--- src/rtl/ram_arb_pkg.sv ---
// Shared types and constants for the two-port RAM arbiter: lock states, requester IDs, default sizes.
// No logic; imported by ram_port_arbiter.
package ram_arb_pkg;

  typedef enum logic [1:0] {
    IDLE   = 2'd0,
    LOCK_A = 2'd1,
    LOCK_B = 2'd2
  } lock_state_t;

  localparam logic REQ_A = 1'b0;
  localparam logic REQ_B = 1'b1;

  localparam int DEF_WIDTH = 8;
  localparam int DEF_DEPTH = 4;

endpackage

--- src/rtl/rr_arb2.sv ---
// Two-way round-robin grant with an optional forced owner; purely combinational, zero latency.
// A grant is only ever given to a requesting side; with no request the grant is zero.
module rr_arb2 (
  input  logic [1:0] req,
  input  logic       last_win,
  input  logic       force_vld,
  input  logic       force_id,
  output logic [1:0] gnt
);

  always_comb begin
    gnt = 2'b00;
    if (force_vld && req[force_id]) begin
      gnt = force_id ? 2'b10 : 2'b01;
    end else if (req == 2'b11) begin
      // Tie goes to whoever did not win last.
      gnt = last_win ? 2'b01 : 2'b10;
    end else begin
      gnt = req;
    end
  end

endmodule

--- src/rtl/ram_port_arbiter.sv ---
// Shares one sync-read RAM between requesters A and B (round-robin, bounded lock); RAM_ARB_STATS_EN adds transfer counters.
// Grant and RAM command are combinational; read data returns one cycle after the transfer edge; ungranted sides hold their request.
module ram_port_arbiter
  import ram_arb_pkg::*;
#(
  parameter int WIDTH    = DEF_WIDTH,
  parameter int DEPTH    = DEF_DEPTH,
  parameter int MAX_LOCK = 4
) (
  input  logic             clk,
  input  logic             rstn,
  input  logic             a_req,
  input  logic             a_we,
  input  logic             a_lock,
  input  logic [DEPTH-1:0] a_addr,
  input  logic [WIDTH-1:0] a_wdata,
  output logic             a_gnt,
  output logic             a_rvalid,
  output logic [WIDTH-1:0] a_rdata,
  input  logic             b_req,
  input  logic             b_we,
  input  logic             b_lock,
  input  logic [DEPTH-1:0] b_addr,
  input  logic [WIDTH-1:0] b_wdata,
  output logic             b_gnt,
  output logic             b_rvalid,
  output logic [WIDTH-1:0] b_rdata,
  output logic             ram_wr_en,
  output logic             ram_rd_en,
  output logic [DEPTH-1:0] ram_addr,
  output logic [WIDTH-1:0] ram_data_in,
  input  logic [WIDTH-1:0] ram_data_out
`ifdef RAM_ARB_STATS_EN
  ,
  output logic [15:0]      a_xfer_cnt,
  output logic [15:0]      b_xfer_cnt
`endif
);

  localparam int CW = $clog2(MAX_LOCK + 1);
  localparam logic [CW-1:0] CNT_MAX = CW'(MAX_LOCK);

  lock_state_t   state, state_nxt, win_state;
  logic [CW-1:0] lock_cnt, cnt_nxt;
  logic          last_win;
  logic          rd_vld, rd_id;
  logic          force_vld, force_id;
  logic [1:0]    gnt_raw, gnt;
  logic          xfer, win_id, win_we, win_lock;

  // The lock holder keeps priority until its burst budget is spent and the other side is waiting.
  always_comb begin
    force_vld = 1'b0;
    force_id  = REQ_A;
    case (state)
      LOCK_A: begin
        force_vld = a_req;
        force_id  = (lock_cnt == CNT_MAX && b_req) ? REQ_B : REQ_A;
      end
      LOCK_B: begin
        force_vld = b_req;
        force_id  = (lock_cnt == CNT_MAX && a_req) ? REQ_A : REQ_B;
      end
      default: ;
    endcase
  end

  rr_arb2 u_rr_arb2 (
    .req       ({b_req, a_req}),
    .last_win  (last_win),
    .force_vld (force_vld),
    .force_id  (force_id),
    .gnt       (gnt_raw)
  );

  // Reset blanks grants immediately, not just at the next edge.
  assign gnt       = gnt_raw & {2{rstn}};
  assign a_gnt     = gnt[0];
  assign b_gnt     = gnt[1];
  assign xfer      = |gnt;
  assign win_id    = gnt[1];
  assign win_we    = win_id ? b_we : a_we;
  assign win_lock  = win_id ? b_lock : a_lock;
  assign win_state = win_id ? LOCK_B : LOCK_A;

  assign ram_wr_en   = xfer & win_we;
  assign ram_rd_en   = xfer & ~win_we;
  assign ram_addr    = !xfer ? '0 : (win_id ? b_addr : a_addr);
  assign ram_data_in = !xfer ? '0 : (win_id ? b_wdata : a_wdata);

  always_comb begin
    state_nxt = state;
    cnt_nxt   = lock_cnt;
    if (xfer) begin
      if (!win_lock) begin
        state_nxt = IDLE;
        cnt_nxt   = '0;
      end else if (state == win_state) begin
        cnt_nxt = (lock_cnt == CNT_MAX) ? lock_cnt : lock_cnt + 1'b1;
      end else begin
        state_nxt = win_state;
        cnt_nxt   = CW'(1);
      end
    end else if ((state == LOCK_A && !a_req) || (state == LOCK_B && !b_req)) begin
      state_nxt = IDLE;
      cnt_nxt   = '0;
    end
  end

  always_ff @(posedge clk or negedge rstn) begin
    if (!rstn) begin
      state    <= IDLE;
      lock_cnt <= '0;
      last_win <= REQ_B;
      rd_vld   <= 1'b0;
      rd_id    <= REQ_A;
    end else begin
      state    <= state_nxt;
      lock_cnt <= cnt_nxt;
      rd_vld   <= xfer & ~win_we;
      if (xfer) begin
        last_win <= win_id;
        rd_id    <= win_id;
      end
    end
  end

  assign a_rvalid = rd_vld & (rd_id == REQ_A);
  assign b_rvalid = rd_vld & (rd_id == REQ_B);
  assign a_rdata  = a_rvalid ? ram_data_out : '0;
  assign b_rdata  = b_rvalid ? ram_data_out : '0;

`ifdef RAM_ARB_STATS_EN
  always_ff @(posedge clk or negedge rstn) begin
    if (!rstn) begin
      a_xfer_cnt <= 16'd0;
      b_xfer_cnt <= 16'd0;
    end else begin
      if (gnt[0] && a_xfer_cnt != 16'hFFFF) a_xfer_cnt <= a_xfer_cnt + 16'd1;
      if (gnt[1] && b_xfer_cnt != 16'hFFFF) b_xfer_cnt <= b_xfer_cnt + 16'd1;
    end
  end
`endif

endmodule

--- config.mk ---
export PLATFORM = sky130hd
export DESIGN_NAME = ram_port_arbiter
export DESIGN_NICKNAME = d
export VERILOG_FILES = /design/src/rtl/ram_arb_pkg.sv /design/src/rtl/rr_arb2.sv /design/src/rtl/ram_port_arbiter.sv
export SDC_FILE = /design/constraint.sdc
export NUM_CORES = 1
export LEC_CHECK = 0
export ABC_AREA = 1
export BUFFER_PORTS_ARGS = -buffer_cell sky130_fd_sc_hd__buf_4
export CAP_MARGIN = 20
export CORE_MARGIN = 2
export CORE_UTILIZATION = 45
export CTS_BUF_LIST = sky130_fd_sc_hd__clkbuf_8
export CTS_CLUSTER_SIZE = 25
export DETAILED_ROUTE_END_ITERATION = 10
export GPL_TIMING_DRIVEN = 0
export PLACE_DENSITY = 0.92
export SYNTH_ARGS = -nofsm -noshare
export SYNTH_HDL_FRONTEND = slang
export SYNTH_SLANG_ARGS = --single-unit
--- constraint.sdc ---
create_clock -name clk -period 6.03 [get_ports clk]
set_clock_uncertainty 0.15 [all_clocks]
set_input_delay 1.206 -clock clk [delete_from_list [all_inputs] [get_ports clk]]
set_output_delay 1.206 -clock clk [all_outputs]
set_load 0.1 [all_outputs]
Word level (Yosys, flattened, before mapping) --
Index checks and enable logic that the tools add are counted.
Word-level totals: register bits after elaboration 8, output and inout bits 34, memory bits (writable) 0, memories kept 0, bits in read-only memories 0, bits in latches 0
Operators by class: reductions and logical operators 12, eq/ne operators 7, add/subtract/negate cells 1, shift-type cells 0, $mul 0, multiplexer cells 28, order comparisons 1, bitwise operators 7, divide/modulo/power cells 0
Operator list (number):
- two-way mux 8 bit | 4
- two-way mux 2 bit | 9
- two-way mux 3 bit | 5
- two-way mux 4 bit | 2
- two-way mux 1 bit | 6
- logical AND 1 bit | 5
- AND 1 bit | 4
- == test 2 bit (second input constant) | 2
- inequality test 4 bit (second input constant) | 1
- one-hot mux 1 bit (2 select lines) | 2
- AND reduction 2 bit | 2
- adder 3 x 1 -> 3 bit (second input constant) | 1
- == test 3 bit (second input constant) | 1
- inequality test 3 bit (second input constant) | 1
- AND 2 bit | 1
- == test 2 x 1 -> 1 bit (second input constant) | 1
- == test 2 bit | 1
- logical NOT 1 bit | 2
- less-than comparator 1 x 2 -> 1 bit (second input constant) | 1
- NOT 1 bit | 2
- nonzero test 2 bit | 1
- OR reduction 2 bit | 1
- logical OR 1 bit | 1

Longest topological paths before layout --
Gate-level depths: netlist of the first run.
word-level depth 14, gate-level depth with buffers 17, depth with buffers taken out 16

Cells and area by module --
Synthesis of the first run repeated with hierarchy kept, for this count alone.
Unflattened totals: cell total of the unflattened synthesis 159, area, all modules 887.1 µm²
Modules (own cells, without submodules):
- ram_port_arbiter | area each 843.3 µm², cells an instance 150, seq. area each 201.4 µm², instances 1
- rr_arb2 | area each 43.8 µm², cells an instance 9, seq. area each 0.0 µm², instances 1

Worst setup path before layout of the first run --
Ideal clock, no wire load.
path type input to output, start point in b_req, end point out ram_addr[1], arrival 3.666 ns, setup slack 1.008 ns, stages on the path 11, path buffers 2, required time 4.674 ns, cells stage by stage nor2_1 nand2_1 inv_1 nor2_4 nand2_4 nand3_4 buf_6 inv_2 buf_6 nand2_1 a21oi_1
On the way: cells in the longest elaborated chain, start to end 10, elaborated cells between the ends (all ways) 15
Ends and longest elaborated chain:
- start, declared | RTL line ram_port_arbiter.sv:20 | input logic b_req,
- logical AND 1 bit | RTL line ram_port_arbiter.sv:58 | force_id = (lock_cnt == CNT_MAX && b_req) ? REQ_B : REQ_A;
- two-way mux 1 bit | RTL line ram_port_arbiter.sv:58
- one-hot mux 1 bit (2 select lines) | RTL line ram_port_arbiter.sv:55 | case (state)
- two-way mux 1 bit (implied by the code) (2 in a row) | RTL line rr_arb2.sv:13 | if (force_vld && req[force_id]) begin
- logical AND 1 bit | RTL line rr_arb2.sv:13
- two-way mux 2 bit (*) | RTL line rr_arb2.sv:13
- AND 2 bit (*) | RTL line ram_port_arbiter.sv:77 | assign gnt = gnt_raw & {2{rstn}};
- via b_gnt | RTL line ram_port_arbiter.sv:25 | output logic b_gnt,
- two-way mux 4 bit / OR reduction 2 bit (equally long branches) | RTL line ram_port_arbiter.sv:88, ram_port_arbiter.sv:80
- two-way mux 4 bit (*) | RTL line ram_port_arbiter.sv:88 | assign ram_addr = !xfer ? '0 : (win_id ? b_addr : a_addr);
- end, declared | RTL line ram_port_arbiter.sv:30 | output logic [DEPTH-1:0] ram_addr,
The timed path passes the listed nets; every way through them passes the cells marked *. The select of a mux whose other input is x is not followed.

Final worst setup path of the first run --
start point in b_req, end point out ram_rd_en
On the way: cells in the longest elaborated chain, start to end 11, elaborated cells between the ends (all ways) 16
Ends and longest elaborated chain:
- logical AND 1 bit | RTL line ram_port_arbiter.sv:58
- two-way mux 1 bit | RTL line ram_port_arbiter.sv:58
- one-hot mux 1 bit (2 select lines) | RTL line ram_port_arbiter.sv:55
- two-way mux 1 bit (implied by the code) (2 in a row) | RTL line rr_arb2.sv:13
- logical AND 1 bit | RTL line rr_arb2.sv:13
- two-way mux 2 bit (*) | RTL line rr_arb2.sv:13
- AND 2 bit (*) | RTL line ram_port_arbiter.sv:77
- two-way mux 1 bit | RTL line ram_port_arbiter.sv:82 | assign win_we = win_id ? b_we : a_we;
- NOT 1 bit | RTL line ram_port_arbiter.sv:87 | assign ram_rd_en = xfer & ~win_we;
- AND 1 bit (*) | RTL line ram_port_arbiter.sv:87
- end, declared | RTL line ram_port_arbiter.sv:29 | output logic ram_rd_en,
Mark *: on every way between the ends. The rest lies on a longest branch, timed or not. The select of a mux whose other input is x is not followed.

==> results.sh, run 1 <==
export IMPL_status="complete, no violations"
export IMPL_grt_pass1_wl_um=5000
export IMPL_ant_nets=0
export IMPL_fin_cells=277
export IMPL_drv_slew=0
export IMPL_setup_worst_path_end_class="output port"
export IMPL_rsz0062_at_grt="false"
export IMPL_required_ns=4.67
export IMPL_max_cap_violations=0
export IMPL_synthesis_nets=217
export IMPL_cts_tree="yes"
export IMPL_clockRootBuffer="clkbuf_8"
export IMPL_fmax_mhz=243
export IMPL_syn_area_um2=985
export IMPL_min_period_ns=4.12
export IMPL_die_h_um=50.8
export IMPL_fin_nets=295
export IMPL_yosysWarnings=0
export IMPL_port_buffers=73
export IMPL_synth_top_family_by_area="simple AND/OR/NAND/NOR gates"
export IMPL_hpwlAfterDp_um=2520
export IMPL_yosysTopAreaCellShare_pct=22.1
export IMPL_relSlewSlack_pct=80.6
export IMPL_io_pins=74
export IMPL_holdWs_ns=0.357
export IMPL_grt_max_degree=15
export IMPL_synthAdderAreaFrac_pct=5.08
export IMPL_postCtsSetupBuffers=0
export IMPL_critPathLaunchType="input pin"
export IMPL_crit_type="input pin to output port"
export IMPL_drtPass1Iterations=4
export IMPL_dp_cells=273
export IMPL_dieArea_mm2=0.00258
export IMPL_min_path_type="register to register"
export IMPL_routed_via_density=4.64
export IMPL_fin_setup_tns_ns=0
export IMPL_cts_resized=0
export IMPL_setup_viol=0
export IMPL_synth_xor_area_share_pct=0.889
export IMPL_ir_drop_v=0.000214
export IMPL_antenna_found_initial=0
export IMPL_yosysUniqueCellTypes=21
export IMPL_min_period_over_period_pct=68.4
export IMPL_vias=1286
export IMPL_drtIter0Drc=27
export IMPL_clock_latency_ns=0.24
export IMPL_place_ws_ns=1.89
export IMPL_layout_drive_gt1_share_pct=39.2
export IMPL_place_gp_congestion=0.857
export IMPL_syn_instance_count=173
export IMPL_drc_errors=0
export IMPL_synth_compound_area_share_pct=10.2
export IMPL_die_x_um=50.8
export IMPL_synth_simple_gate_area_share_pct=47.9
export IMPL_post_synth_cell_area_avg_um2=5.69
export IMPL_antennaDiodeCount=0
export IMPL_path_clk_slew_ns=0.04
export IMPL_grt_pass1_vias=1161
export IMPL_powerDensity_mw_per_mm2=259
export IMPL_start_util_pct=48.7
export IMPL_cts_sinks=8
export IMPL_p_leak_nw=0.968
export IMPL_ys_ff_latch=8
export IMPL_cts_made_buffers=3
export IMPL_hold_viol=0
export IMPL_synthTopCellsByArea="nand2_1 (22%), dfrtp_1 (18%), inv_1 (11%), nor2_1 (9.9%), a21oi_1 (6.6%)"
export IMPL_layout_setup_ws_ns=1.91
export IMPL_yosysSeqAreaShare_pct=20.5
export IMPL_grt_usage_pct=25.3
export IMPL_worst_slew_pin_slew_ns=0.290
export IMPL_synthMuxAreaShare_pct=0
export IMPL_core_mm2=0.00202
export IMPL_overflow=0
export IMPL_num_rows=16
export IMPL_cts_htree_levels=1
export IMPL_arrival_ns=2.77
export IMPL_nFillCells=152
export IMPL_holdBufCountCts=0
export IMPL_drt_total_wl_um=3050
export IMPL_drt_wirelength_per_cell_um=11.0
export IMPL_cp_max_fo=10
export IMPL_area_delta_synth_final_pct=63.7
export IMPL_synth_top_cell_by_area="nand2_1"
export IMPL_clock_path_buffers=2
[placed cells by master, fill, tap and decap left out, types with 2 or more instances in the layout]
master,instances
inv_1,29
o21ai_1,2
nor2_1,26
nand4_1,5
nand2_1,58
a21oi_1,13
buf_6,2
o21ai_0,5
nand3_2,3
dfrtp_1,7
buf_2,2
inv_2,3
clkbuf_8,3
nand2_2,8
buf_4,73
ha_1,4
[metrics by stage]
step | total power (W) | util (%) | cell area, µm²
3_3_place_gp | 0.000346 | 77.5 | 1570
6_report | 0.000417 | 79.7 | 1610
3_5_place_dp | 0.000349 | 77.5 | 1570
4_1_cts | 0.000418 | 79.7 | 1610
2_1_floorplan | 0.000284 | - | 985
5_1_grt | 0.000440 | 79.7 | 1610
[final timing paths]
| path | from | to | cells after the start | slack [ns] |
|---|---|---|---|---|
| max in group asynchronous | rstn | last_win | 1 | 4.83 |
| setup / recovery | b_req | ram_rd_en | 13 | 1.91 |
| hold / removal | lock_cnt[1] | lock_cnt[1] | 2 | 0.36 |
| min in group asynchronous | rstn | lock_cnt[1] | 1 | 0.66 |
| setup reg to reg | state[0] | lock_cnt[1] | 15 | 3.89 |
| hold reg to reg | lock_cnt[1] | lock_cnt[1] | 2 | 0.36 |
[worst max-delay path: stages]
cell and delay [ns]:
buf_4 0.11, nand2_1 0.05, nand2_1 0.10, nand2_2 0.07, nor2_4 0.12, nand2_4 0.09, nand2_2 0.09, nand2_1 0.07
nand2_2 0.12, inv_2 0.07, buf_2 0.18, nor2_1 0.16, buf_4 0.32
[synthesized netlist by cell type]
cell       n
o21ai_1    2
buf_6      2
o21ai_0    5
dfstp_2    1
xnor2_1    1
nor2_4     1
nor2_1    26
inv_2      3
nand3_4    1
nand4_1    5
buf_2      2
nand2_1   58
clkinv_1   1
nand2_2    8
nand3_1    1
nand3_2    3
nand2_4    1
a21oi_1   13
ha_1       4
dfrtp_1    7
inv_1     28
[where the power goes]
group | switching [W] | internal (W)
sequential | 0.00000519 | 0.0000628
combinational | 0.000213 | 0.0000674
clock | 0.0000239 | 0.0000443
[layer usage]
layer,GRT usage (%),share of wire (%),wire length (µm),vias up
met3,7.74,6.3,191,2
li1,-,-,-,679
met1,27.4,40,1210,565
met2,47.1,54,1630,40
met5,0,0,0,-
met4,6.76,0.43,13,0
[cell families after synthesis]
group,Yosys count
AOI/OAI and AO/OA,20
adders and majority gates,4
and+or+nand+nor,104
DFF,8
buffers and inverters,36
xor gates and xnor gates,1
[final cells by class]
cell class              instances  area [µm²]  area share, %
flip-flops and latches          8         201           12.5
clock inverters                 1        3.75          0.233
plain buffers                   4        32.5           2.02
clock buffers                   3        41.3           2.56
repair buffers                 73         548           34.0
well taps                      27        33.8           2.10
inverters                      32         120           7.45
multi-input cells             129         631           39.1
[sequential cells by signal, summed over array words and instances (netlist names)]
| name | flops |
|---|---|
| lock_cnt | 3 |
| state | 2 |
| last_win | 1 |
| rd_id | 1 |
| rd_vld | 1 |
No activity file was read; power rests on OpenSTA's default activity.
==> run 2, diff against run 1 <==
Settings changed: CORE_UTILIZATION 45 to 37, PLACE_DENSITY 0.92 to 0.81.
Clock period 6.03 ns to 3.35 ns, I/O delays scaled along.
==> run 2 against run 1 <==
Combinational power increased by 91%. First-iteration DRC count decreased by 19%. Global-route usage decreased by 6.5 points. Sequential cell count unchanged. Final cell count increased by 1.1%. Sequential power increased by 81%. Clock-buffer cell count unchanged. Via count increased by 1.8%. Register-to-register slack got worse by 2.7 ns. Power increased by 87%. Critical endpoint is now ram_wr_en.
==> results.sh, run 2 (synthesized netlist as in run 1, its figures left out) <==
export IMPL_drv_slew=0
export IMPL_powerDensity_mw_per_mm2=453
export IMPL_routed_via_density=4.68
export IMPL_area_delta_synth_final_pct=75.1
export IMPL_clockRootBuffer="clkbuf_8"
export IMPL_power_frac_comb_pct=68.6
export IMPL_cts_made_buffers=3
export IMPL_worst_slew_pin_slew_ns=0.311
export IMPL_drc_errors=0
export IMPL_cp_max_fo=10
export IMPL_drt_wirelength_per_cell_um=10.5
export IMPL_pwr_share_seq_pct=15.7
export IMPL_io_pins=74
export IMPL_setup_worst_path_end_class="output port"
export IMPL_overflow=0
export IMPL_grt_max_degree=15
export IMPL_core_mm2=0.00250
export IMPL_worstPathBufferInverterCount=5
export IMPL_fin_area_mm2=0.00172
export IMPL_drtPass1Iterations=4
export IMPL_max_cap_violations=0
export IMPL_rsz0062_at_grt="false"
export IMPL_intPower_w=0.000333
export IMPL_port_buffers=73
export IMPL_cts_sinks=8
export IMPL_final_util_pct=69.0
export IMPL_min_path_type="input pin to async pin"
export IMPL_clock_path_buffers=2
export IMPL_grt_pass1_wl_um=4840
export IMPL_ant_nets=0
export IMPL_p_leak_nw=0.984
export IMPL_final_common_cell="buf_4"
export IMPL_antennaDiodeCount=0
export IMPL_place_gp_congestion=0.814
export IMPL_largest_register_ffs=3
export IMPL_cp_depth=13
export IMPL_path_clk_slew_ns=0.04
export IMPL_die_h_um=55.6
export IMPL_antenna_found_initial=0
export IMPL_min_period_over_period_pct=95.8
export IMPL_num_rows=18
export IMPL_dpl_cell_area_mm2=0.00162
export IMPL_p_sw_w=0.000448
export IMPL_critPathLaunchType="register"
export IMPL_relSlewSlack_pct=79.2
export IMPL_cts_tree="yes"
export IMPL_layout_drive_gt1_share_pct=44.0
export IMPL_vias=1309
export IMPL_drtIter0Drc=22
export IMPL_start_util_pct=39.4
export IMPL_grt_usage_pct=18.8
export IMPL_arrival_ns=2.39
export IMPL_register_area_um2=201
export IMPL_hpwlAfterDp_um=2350
export IMPL_postCtsSetupBuffers=0
export IMPL_dieArea_mm2=0.00309
export IMPL_nFillCells=228
export IMPL_hold_viol=0
export IMPL_clock_latency_ns=0.23
export IMPL_multi_input_area_um2=679
export IMPL_path_delay_family="buffers and inverters"
export IMPL_ir_drop_v=0.000349
export IMPL_status="complete, no violations"
export IMPL_reg2reg_depth=15
export IMPL_path_cells="inv_1 -> ha_2 -> inv_1 -> nand2_2 -> nor2_4 -> nand2_4 -> nand2_2 -> nand2_1 -> nand2_2 -> inv_2 -> clkbuf_4 -> nor2_2 -> buf_4"
export IMPL_top_register="lock_cnt"
export IMPL_die_x_um=55.6
export IMPL_fmax_mhz=312
export IMPL_layout_common_cells="buf_4 (64), nand2_1 (58), inv_1 (29), nor2_1 (24)"
export IMPL_required_ns=2.53
export IMPL_clockPowerShare_pct=15.6
export IMPL_setup_viol=0
export IMPL_swShare_pct=57.3
export IMPL_cts_htree_levels=1
export IMPL_cp_slowest_cell="dfrtp_1"
export IMPL_crit_type="register to output port"
export IMPL_drt_total_wl_um=2930
export IMPL_fin_nets=295
export IMPL_cp_common_cell="nand2_2"
export IMPL_holdBufCountCts=0
export IMPL_min_period_ns=3.21
export IMPL_slowest_delay_ns=0.41
export IMPL_reg_top3="lock_cnt x3, state x2"
export IMPL_grt_pass1_vias=1239
## run 2: changes by cell type in the layout (fill, tap and decap cells not counted), moves of 2 or more
cell	before	now
nor2_1	26	24
nor2_2	0	2
buf_4	73	64
buf_6	2	8
buf_12	0	2
a21oi_2	0	8
a21oi_1	13	4
clkbuf_4	0	2
buf_2	2	0
## run 2: what timing repair did
item,CTS,global route
endpoints found under the setup margin,0,10
hold endpoints to repair,0,0
resized for setup,0,18
## run 2: power by group through the flow
| stage | clock network (W) | logic, W | registers (W) |
|---|---|---|---|
| final | 0.000122 | 0.000536 | 0.000123 |
| after floorplan | 0 | 0.000401 | 0.000122 |
| after global placement | 0 | 0.000513 | 0.000124 |
| after global routing | 0.000133 | 0.000566 | 0.000125 |
| after CTS | 0.000126 | 0.000518 | 0.000123 |
| after detailed placement | 0 | 0.000517 | 0.000124 |
## run 2: worst register-to-register path, stage by stage, from the launching register on
cell     delay [ns]
dfrtp_1        0.41
inv_1          0.09
ha_2           0.27
inv_1          0.11
nand2_2        0.08
nor2_4         0.12
nand2_4        0.09
nand3_4        0.08
buf_6          0.14
nand2_2        0.05
nand2_2        0.07
nand2_1        0.07
nor2_1         0.11
nor2_1         0.07
nand2_1        0.07
nand2_1        0.05
## run 2: final cells by class
cell class / count / share of cell area, %
well taps: 30 / 2.18
repair buffers: 73 / 35.0
clock buffers: 3 / 2.39
multi-input cells: 129 / 39.4
flip-flops and latches: 8 / 11.7
inverters: 32 / 6.97
clock inverters: 1 / 0.218
plain buffers: 4 / 2.18
## run 2: final timing paths
| kind | startpoint | to | slack (ns) |
|---|---|---|---|
| max in group asynchronous | rstn | last_win | 2.68 |
| worst min-delay path | rstn | state[1] | 0.13 |
| worst max register to register | state[0] | lock_cnt[1] | 1.21 |
| min in group clk | lock_cnt[1] | lock_cnt[1] | 0.37 |
| worst min register to register | lock_cnt[1] | lock_cnt[1] | 0.37 |
| worst max-delay path | state[0] | ram_wr_en | 0.14 |
## run 2: stage by stage
| stage | hold slack (ns) | setup slack [ns] | instances | setup TNS [ns] | power (W) |
|---|---|---|---|---|---|
| 4_1_cts | 0.126 | 0.106 | 280 | 0 | 0.000767 |
| 5_1_grt | 0.132 | 0.000516 | 280 | 0 | 0.000824 |
| 3_5_place_dp | 0.358 | 0.297 | 276 | 0 | 0.000641 |
| 3_3_place_gp | 0.345 | 0.317 | 276 | 0 | 0.000636 |
| 2_1_floorplan | 0.224 | -0.306 | 173 | -1.39 | 0.000523 |
| 6_report | 0.133 | 0.141 | 280 | 0 | 0.000781 |
## run 2: routing by layer
layer	track usage [%]	wire, µm
met1	21.6	1180
met2	33.2	1480
met3	4.88	218
met4	6.97	50
met5	0	0
==> run 3, diff against run 2 <==
==> constraint.sdc (replaced) <==
create_clock -name clk -period 3.35 [get_ports clk]
set_clock_uncertainty 0.15 [all_clocks]
set_input_delay 0.8375 -clock clk [delete_from_list [all_inputs] [get_ports clk]]
set_output_delay 0.8375 -clock clk [all_outputs]
set_load 0.1 [all_outputs]
==> run 3 against run 2 <==
Register-to-register slack got worse by 0.07 ns. Utilization is 11 points higher. Die area did not move. Maximum frequency is 1.9% lower. Clock power about the same. Hold slack better by 0.16 ns. Final cell count rose by 2.9%. Combinational power increased by 16%. Routed wire length grew 20%. Design area is 16% higher. Sequential power barely moved. Largest cell class unchanged.
==> results.sh, run 3 (synthesized netlist as in run 1, its figures left out) <==
export IMPL_p_leak_nw=1.06
export IMPL_path_cells="buf_4 -> nand2_1 -> nand2_1 -> nand2_2 -> nor2_4 -> nand2_4 -> nand2_2 -> nand2_1 -> nand2_2 -> inv_4 -> buf_8 -> a21oi_4 -> buf_8"
export IMPL_port_buffers=73
export IMPL_dr_wl_met2_um=1940
export IMPL_start_util_pct=39.4
export IMPL_drv_slew=0
export IMPL_ant_nets=0
export IMPL_multi_input_area_um2=825
export IMPL_clock_path_buffers=2
export IMPL_grt_pass1_vias=1138
export IMPL_fin_cells=288
export IMPL_ir_drop_v=0.000436
export IMPL_min_period_ns=3.27
export IMPL_setup_viol=0
export IMPL_drt_wirelength_per_cell_um=12.3
export IMPL_powerDensity_mw_per_mm2=433
export IMPL_hpwlAfterDp_um=2390
export IMPL_layout_drive_gt1_share_pct=53.1
export IMPL_dieArea_mm2=0.00309
export IMPL_top_register="lock_cnt"
export IMPL_antenna_found_initial=0
export IMPL_core_mm2=0.00250
export IMPL_clockRootBuffer="clkbuf_8"
export IMPL_fin_area_mm2=0.00200
export IMPL_io_pins=74
export IMPL_worstPathBufferInverterCount=4
export IMPL_nFillCells=170
export IMPL_crit_type="input pin to output port"
export IMPL_grt_max_degree=15
export IMPL_slowest_delay_ns=0.21
export IMPL_cts_sinks=8
export IMPL_setup_worst_path_end_class="output port"
export IMPL_wl_met3_um=218
export IMPL_cts_made_buffers=3
export IMPL_grt_pass1_wl_um=4950
export IMPL_fin_setup_tns_ns=0
export IMPL_reg_top3="lock_cnt x3, state x2"
export IMPL_area_delta_synth_final_pct=103
export IMPL_final_common_cell="buf_4"
export IMPL_cts_tree="yes"
export IMPL_drt_total_wl_um=3530
export IMPL_vias=1372
export IMPL_path_delay_family="simple AND/OR/NAND/NOR gates"
export IMPL_cp_depth=13
export IMPL_largest_register_ffs=3
export IMPL_cts_htree_levels=1
export IMPL_reg2reg_depth=17
export IMPL_cp_max_fo=10
export IMPL_min_period_over_period_pct=97.6
export IMPL_rrSetupSlack_ns=1.14
export IMPL_place_gp_congestion=0.870
export IMPL_num_rows=18
export IMPL_required_ns=2.36
export IMPL_holdWs_ns=0.296
export IMPL_layout_common_cells="buf_4 (71), nand2_1 (48), inv_1 (27), nor2_1 (24), nand2_2 (17)"
export IMPL_die_h_um=55.6
export IMPL_dp_cells=276
export IMPL_hold_viol=0
export IMPL_worst_slew_pin_slew_ns=0.280
export IMPL_endpoint="ram_data_in[0]"
export IMPL_cp_slowest_cell="buf_8"
export IMPL_fin_nets=303
export IMPL_top_layer="met4"
export IMPL_arrival_ns=2.28
export IMPL_status="complete, no violations"
export IMPL_drtIter0Drc=34
export IMPL_max_cap_violations=0
export IMPL_path_clk_slew_ns=0.04
export IMPL_met1_length_um=1330
export IMPL_drtPass1Iterations=4
export IMPL_grt_usage_pct=19.3
export IMPL_r2r_end="state[1]"
export IMPL_drc_errors=0
export IMPL_register_area_um2=201
export IMPL_min_path_type="input pin to async pin"
export IMPL_overflow=0
export IMPL_routed_via_density=4.76
export IMPL_relSlewSlack_pct=81.3
export IMPL_fmax_mhz=306
export IMPL_clock_latency_ns=0.23
export IMPL_dpl_cell_area_mm2=0.00176
export IMPL_antennaDiodeCount=0
export IMPL_r2r_start="lock_cnt[0]"
export IMPL_critPathLaunchType="input pin"
export IMPL_die_x_um=55.6
export IMPL_worstSetupStartpoint="b_req"
[run 3: cell types whose count changed in the layout (fill, tap and decap cells not counted), moves of 4 or more]
| cell | previous run | this run |
|---|---|---|
| nand2_1 | 58 | 48 |
| buf_4 | 64 | 71 |
| buf_6 | 8 | 1 |
| a21oi_2 | 8 | 0 |
| a21oi_4 | 1 | 12 |
| buf_8 | 1 | 7 |
| buf_12 | 2 | 6 |
| nand2_2 | 8 | 17 |
[run 3: stage by stage]
| step | util [%] | setup WS [ns] | power [W] |
|---|---|---|---|
| after floorplan | - | -0.0340 | 0.000559 |
| after global placement | 70.3 | -0.112 | 0.000672 |
| after detailed placement | 70.3 | -0.111 | 0.000675 |
| after CTS | 73.7 | 0.00973 | 0.000812 |
| after global routing | 80.1 | -0.0107 | 0.000904 |
| final | 80.1 | 0.0792 | 0.000867 |
[run 3: how the worst min path moves through the flow]
| stage | to | slack [ns] |
|---|---|---|
| after floorplan | lock_cnt[1] | 0.32 |
| after global placement | lock_cnt[1] | 0.36 |
| after detailed placement | lock_cnt[1] | 0.37 |
| after CTS | lock_cnt[2] | 0.29 |
| after global routing | lock_cnt[2] | 0.29 |
| final | lock_cnt[2] | 0.30 |
[run 3: worst reg2reg max path: stages (launching register included)]
cell	delay (ns)
dfrtp_1	0.41
inv_1	0.08
ha_2	0.20
nand2_1	0.07
inv_2	0.08
nand2_1	0.05
nand2_1	0.06
nand2_1	0.08
nand2_4	0.12
nand2_2	0.07
nand2_1	0.09
nand2_2	0.10
buf_4	0.15
nor2_1	0.14
inv_2	0.07
nand2_2	0.10
nand2_1	0.07
o21ai_1	0.07
[run 3: layout make-up]
type	count	share of cell area, %
Multi-Input combinational cell	129	41.2
Timing Repair Buffer	81	35.5
Sequential cell	8	10.1
Inverter	32	6.25
Buffer	4	2.87
Clock buffer	3	2.06
Tap cell	30	1.87
Clock inverter	1	0.187
[run 3: power breakdown]
| part | switching (W) | total (W) | internal [W] |
|---|---|---|---|
| clock | 0.0000411 | 0.000121 | 0.0000796 |
| sequential | 0.00000913 | 0.000122 | 0.000113 |
| combinational | 0.000435 | 0.000624 | 0.000189 |
[run 3: layer usage]
layer | vias to the layer above | GRT usage (%)
li1 | 696 | -
met1 | 628 | 22.2
met2 | 44 | 35.0
met3 | 4 | 5.58
met4 | 0 | 4.18
met5 | - | 0
[run 3: timing repair]
item / in CTS / in global routing
hold endpoints to repair: 0 / 0
pin swaps: 0 / 3
endpoints found under the setup margin: 10 / 11
cloned: 0 / 0
gates resized for setup: 13 / 30
hold buffers: 0 / 0
setup buffers: 0 / 8
